--- config.mk ---
export PLATFORM = sky130hd
export DESIGN_NAME = por_reset_sequencer
export DESIGN_NICKNAME = d
export VERILOG_FILES = /design/src/rtl/por_reset_sequencer.sv
export SDC_FILE = /design/constraint.sdc
export NUM_CORES = 1
export LEC_CHECK = 0
export ABC_AREA = 1
export BUFFER_PORTS_ARGS = -buffer_cell sky130_fd_sc_hd__buf_2
export CAP_MARGIN = 20
export CELL_PAD_IN_SITES_DETAIL_PLACEMENT = 0
export CELL_PAD_IN_SITES_GLOBAL_PLACEMENT = 2
export CORE_MARGIN = 4
export CORE_UTILIZATION = 25
export DETAILED_ROUTE_END_ITERATION = 8
export PLACE_DENSITY_LB_ADDON = 0.1
export RECOVER_POWER = 25
export SLEW_MARGIN = 20
export SYNTH_ARGS = -nofsm -noshare
export SYNTH_HDL_FRONTEND = slang
export SYNTH_SLANG_ARGS = --single-unit
--- constraint.sdc ---
create_clock -name clk -period 4.05 [get_ports clk]
set_input_delay 1.0125 -clock clk [delete_from_list [all_inputs] [get_ports clk]]
set_output_delay 1.0125 -clock clk [all_outputs]
set_load 0.02 [all_outputs]
--- src/rtl/por_reset_sequencer.sv ---
// por_reset_sequencer: turns the async active-low POR flag into ordered, gapped per-domain reset releases
// Ports:
//   clk, rst        single clock, synchronous active-high reset
//   por_n_i         asynchronous active-low power-on-reset flag (1 = power good)
//   pll_lock_i      PLL lock indicator, synchronous to clk
//   sw_rst_req_i    single-cycle software re-sequence request
//   domain_rst_o    active-high domain resets, bit 0 released first
//   all_released_o  high only in RUN
//   lock_timeout_o  sticky flag, set when the lock wait expired
//   state_o         HOLD=0, DEBOUNCE=1, WAIT_LOCK=2, RELEASE=3, RUN=4
module por_reset_sequencer #(
    parameter int NUM_DOMAINS     = 4,
    parameter int SYNC_STAGES     = 2,
    parameter int DEBOUNCE_CYCLES = 16,
    parameter int STAGE_GAP       = 8,
    parameter int LOCK_TIMEOUT    = 1024
) (
    input  logic                   clk,
    input  logic                   rst,
    input  logic                   por_n_i,
    input  logic                   pll_lock_i,
    input  logic                   sw_rst_req_i,
    output logic [NUM_DOMAINS-1:0] domain_rst_o,
    output logic                   all_released_o,
    output logic                   lock_timeout_o,
    output logic [2:0]             state_o
);
    localparam int CNT_M1  = DEBOUNCE_CYCLES > STAGE_GAP ? DEBOUNCE_CYCLES : STAGE_GAP;
    localparam int CNT_MAX = CNT_M1 > LOCK_TIMEOUT ? CNT_M1 : LOCK_TIMEOUT;
    localparam int CW      = $clog2(CNT_MAX) + 1;
    localparam int IW      = $clog2(NUM_DOMAINS) + 1;
    localparam logic [CW-1:0] DB_LAST   = CW'(DEBOUNCE_CYCLES - 1);
    localparam logic [CW-1:0] GAP_LAST  = CW'(STAGE_GAP - 1);
    localparam logic [CW-1:0] LOCK_LAST = CW'(LOCK_TIMEOUT - 1);
    localparam logic [IW-1:0] IDX_LAST  = IW'(NUM_DOMAINS - 1);

    typedef enum logic [2:0] {
        HOLD      = 3'd0,
        DEBOUNCE  = 3'd1,
        WAIT_LOCK = 3'd2,
        RELEASE   = 3'd3,
        RUN       = 3'd4
    } state_e;

    state_e                 state_q, state_d;
    logic [SYNC_STAGES-1:0] sync_q;
    logic [CW-1:0]          cnt_q, cnt_d;
    logic [IW-1:0]          idx_q, idx_d;
    logic [NUM_DOMAINS-1:0] dom_q, dom_d;
    logic                   rel_q, rel_d;
    logic                   to_q, to_d;
    logic                   por_sync;

    assign por_sync = sync_q[SYNC_STAGES-1];

    always_comb begin
        state_d = state_q;
        cnt_d   = cnt_q;
        idx_d   = idx_q;
        dom_d   = dom_q;
        rel_d   = rel_q;
        to_d    = to_q;
        if (!por_sync) begin
            state_d = HOLD;
            cnt_d   = '0;
            idx_d   = '0;
            dom_d   = '1;
            rel_d   = 1'b0;
        end else if (sw_rst_req_i && (state_q == WAIT_LOCK || state_q == RELEASE || state_q == RUN)) begin
            state_d = DEBOUNCE;
            cnt_d   = '0;
            idx_d   = '0;
            dom_d   = '1;
            rel_d   = 1'b0;
        end else begin
            case (state_q)
                HOLD: begin
                    state_d = DEBOUNCE;
                    cnt_d   = '0;
                    dom_d   = '1;
                end
                DEBOUNCE: begin
                    state_d = cnt_q == DB_LAST ? WAIT_LOCK : DEBOUNCE;
                    cnt_d   = cnt_q == DB_LAST ? '0 : cnt_q + CW'(1);
                end
                WAIT_LOCK: begin
                    if (pll_lock_i || cnt_q == LOCK_LAST) begin
                        state_d = RELEASE;
                        cnt_d   = '0;
                        idx_d   = '0;
                        to_d    = to_q | ~pll_lock_i;
                    end else begin
                        cnt_d = cnt_q + CW'(1);
                    end
                end
                RELEASE: begin
                    if (cnt_q == GAP_LAST) begin
                        // Releases are in bit order, so a zero-filling left shift drops exactly bit idx
                        dom_d   = dom_q << 1;
                        cnt_d   = '0;
                        idx_d   = idx_q + IW'(1);
                        state_d = idx_q == IDX_LAST ? RUN : RELEASE;
                        rel_d   = idx_q == IDX_LAST;
                    end else begin
                        cnt_d = cnt_q + CW'(1);
                    end
                end
                RUN: ;
                default: begin
                    state_d = HOLD;
                    cnt_d   = '0;
                    idx_d   = '0;
                    dom_d   = '1;
                    rel_d   = 1'b0;
                end
            endcase
        end
    end

    always_ff @(posedge clk) begin
        if (rst) begin
            state_q <= HOLD;
            sync_q  <= '0;
            cnt_q   <= '0;
            idx_q   <= '0;
            dom_q   <= '1;
            rel_q   <= 1'b0;
            to_q    <= 1'b0;
        end else begin
            state_q <= state_d;
            sync_q  <= {sync_q[SYNC_STAGES-2:0], por_n_i};
            cnt_q   <= cnt_d;
            idx_q   <= idx_d;
            dom_q   <= dom_d;
            rel_q   <= rel_d;
            to_q    <= to_d;
        end
    end

    assign domain_rst_o   = dom_q;
    assign all_released_o = rel_q;
    assign lock_timeout_o = to_q;
    assign state_o        = state_q;
endmodule

Yosys cells after proc, flatten, opt, wreduce, memory -nomap -nowiden
Cells that the tools add are included.
Storage, ports and cells
  output and inout port bits: 9
  input bits: 5
  logic and storage cells: 64
  bits in registers: 25
Cells by class
  equality and inequality tests: 13
  reductions and logical operators: 16
  mux-type cells: 17
  bitwise operators: 8
  $add $sub $neg: 2
Operator list (count)
  11-bit one-hot mux with 4 select lines: 1
  11-bit 2-to-1 mux: 3
  3-bit 2-to-1 mux: 5
  3-bit one-hot mux with 5 select lines: 1
  11-bit by 1-bit adder with 11-bit output, second input constant: 1
  11-bit by 10-bit == test with 1-bit output, second input constant: 1
  11-bit by 3-bit == test with 1-bit output, second input constant: 1
  11-bit by 4-bit == test with 1-bit output, second input constant: 1
  3-bit by 2-bit == test with 1-bit output, second input constant: 3
  3-bit one-hot mux with 3 select lines: 1
  3-bit AND reduction: 3
  3-bit OR reduction: 3
  4-bit one-hot mux with 2 select lines: 1
  1-bit NOT: 7
  2-bit by 1-bit != test with 1-bit output, second input constant: 3
  3-bit by 1-bit != test with 1-bit output, second input constant: 2
  4-bit 2-to-1 mux: 1
  2-bit AND reduction: 2
  4-bit AND reduction: 1
  4-bit OR reduction: 1
  3-bit by 1-bit adder with 3-bit output, second input constant: 1
  3-bit by 1-bit == test with 1-bit output, second input constant: 1
  3-bit == test, second input constant: 1
  3-bit logical NOT: 1
  other kinds (7): 10

Depth between registers and ports, before layout
  depth in word-level cells: 6
  depth in mapped cells: 9

Worst setup path after synthesis
No wires, ideal clock.
  path kind: input to register
  start point: input rst
  end point: register dom_q[2] (netlist: domain_rst_o[2])
  stages: 5
  arrival: 1.586 ns
  path slack: 2.345 ns
  cell sequence: nor2_1 > nand2_2 > buf_2 > a21oi_1 > o21ai_1
Between the ends
  cells in the longest elaborated chain, start to end: 1
RTL lines
  from (decl): RTL line 19  | input logic rst,
  3-bit OR reduction (no source line)
  to (signal assigned): RTL line 134  | dom_q <= dom_d;
  to (decl): RTL line 49  | logic [NUM_DOMAINS-1:0] dom_q, dom_d;
No other way between the ends.
A chain may end at the register's enable or synchronous reset.

Final worst setup path
  start point: register state_q[2] (netlist: state_o[2])
  end point: output state_o[2]
RTL lines
  from (decl): RTL line 45  | state_e state_q, state_d;
  from (signal assigned): RTL line 130  | state_q <= state_d;
  to (decl): RTL line 26  | output logic [2:0] state_o
No word-level cell between the ends.

==> metrics.cfg <==
[outcome]
status=finished, final reports clean

[logic_synthesis]
ys_seq_area_share_pct=34.10
yosysUniqueCellTypes=29
synth_ff_type=dfxtp_1
synth_cells=218
synth_area_um2=1468
syn_area_per_cell_um2=6.732
ys_warn_count=0
ys_ff_latch=25
async_reset_ff_share_pct=0
synth_edf_count=0
synth_nets=226

[setup_path]
critical_path.cell_chain=buf_2
critPathBufInv=1
cp_slowest_cell=dfxtp_1
cp_data_required_time_ps=3040
cp-start-kind=flip-flop
cp_top_family=flip-flops
slowest_delay_ps=480
critical_path_class=flip-flop to output pin
crit_path_end_kind=output pin
arrival_ps=970
path_max_fanout=4

[sta]
finalMaxSlewViolations=0
finalCritPeriodShare_pct=48.95
clock_skew_ps=4.866
finalHoldViolations=0
fmax_ghz=0.5044
finalCriticalPeriod_ps=1982
slew_headroom_pct=75.17
setup_viol=0
max_slew.worst_pin.slew_ps=371.0
rsz0062_at_grt=false
tns_ps=0

[grt]
grt-ovfl-total=0
antenna_found_initial=0
grt_pass1_vias=1341
grt_pass1_wl_um=6513
grt_max_degree=16
track_usage_pct=11.14

[detailed_routing]
via_per_inst=4.433
ant_nets=0
dr.pass1.iters=4
num_vias=1352
drt_wl_total_um=3753
wire_per_inst_um=12.30
drtIter0Drc=52
drcViolationCount=0

[final_layout]
nNetsFinal=242
final_common_cell=nand2_1
area_growth_pct=11.17
final_core_util_pct=29.09
final_cells=305
fill_cells=663
final_area_um2=1632
drive_above_1_share_pct=13.73
diodes=0
final_cell_mix=nand2_1 (60), nor2_1 (32), dfxtp_1 (25), inv_1 (23), a21oi_1 (15)

[power_and_ir_drop]
power.leakage_nw=0.6757
power_w=0.0004227
peakVddDrop_mv=0.1041
powerDensity_nw_per_um2=259.1

[floorplanning]
die_w_um=84.62
coreArea_um2=5608
design.die.area_um2=7161
rows=27
start_util_pct=26.17
pin_count=14
die_y_um=84.62

[clock_network]
cts_setup_buffers=0
cts_tree=yes
cts.sinks=25
htreeDepth=1
cts_resized=0
clk_pin_slew_ps=100
cts_buffer_depth=2
hold_buffers=0
clk-insertion-delay-late_ps=270
cts-root-buf=clkbuf_8
numCtsBuffers=3

[flow_run]
maxCapViolCount=0

[placed_design]
portBuffers=13
dpl_cell_area_um2=1614
gp_congestion=0.7472
placedCellCount=301
dpl.hpwl_um=2834

[hold_path]
worstHoldPathType=flip-flop to flip-flop

[cell families (layout without fill, tap and decap cells)]
logic type	Yosys count	in the layout	synth area share [%]
AOI/OAI and AO/OA	27	27	10.14
xor gates and xnor gates	4	4	2.387
adders and majority gates	3	3	2.558
buffers and inverters	31	46	8.353
DFF	25	25	34.10
and+or+nand+nor	128	128	42.46
[synthesized netlist by cell type, types with 2 or more instances]
cell	n	area, um2
nand4_1	10	62.56
nand3_1	10	50.05
nand2_4	2	22.52
nor2_4	2	22.52
o21ai_2	2	17.52
ha_1	3	37.54
dfxtp_1	25	500.5
nand2_1	58	217.7
inv_2	4	15.01
xor2_1	3	26.28
inv_1	23	86.33
nand3_4	3	52.55
o21ai_0	5	25.02
nor3_1	2	10.01
nand2_2	5	31.28
a21oi_1	15	75.07
nor2_1	32	120.1
o21ai_1	3	15.01
[layer usage]
metal  global-route usage (%)  share of wire [%]  vias to the layer above
met5                        0                  0                        -
met4                    2.590               0.67                        0
met3                    1.865                2.4                        2
met2                    17.79                 43                       13
met1                    15.61                 54                      603
li1                         -                  -                      734
[final timing paths]
check	cells after the start	end	slack, ps	startpoint
setup / recovery	1	state_o[2]	2070	state_o[2]
hold / removal	2	sync_q[1]	410	sync_q[0]
setup reg to reg	8	domain_rst_o[1]	2120	cnt_q[0]
hold reg to reg	2	sync_q[1]	410	sync_q[0]
[report_power, final]
group | total (W) | internal [W] | leakage [nW] | switching, W
clock | 0.000161 | 0.0000699 | 0.0217 | 0.0000910
combinational | 0.0000141 | 0.00000408 | 0.452 | 0.0000100
sequential | 0.000248 | 0.000247 | 0.202 | 0.000000737
total | 0.000423 | 0.000321 | 0.676 | 0.000102
[layout make-up]
cell class	instances	area, um2	share of cell area (%)
Timing Repair Buffer	13	61.31	3.758
Multi-Input combinational cell	162	817.0	50.08
Clock inverter	1	7.507	0.4601
Inverter	29	113.9	6.979
Tap cell	72	90.09	5.521
Clock buffer	3	41.29	2.531
Sequential cell	25	500.5	30.67
[sequential cells by signal, summed over array words and instances (netlist names)]
register        count
cnt_q              11
domain_rst_o        4
idx_q               3
state_o             3
sync_q              2
all_released_o      1
lock_timeout_o      1
[stage by stage]
stage	hold WS (ps)	worst slack, ps
2_1_floorplan	388.3	2345
3_3_place_gp	393.8	2043
3_5_place_dp	399.3	2021
4_1_cts	413.8	2059
5_1_grt	436.0	1863
6_report	408.7	2068
(Power assumes the default switching activity.)
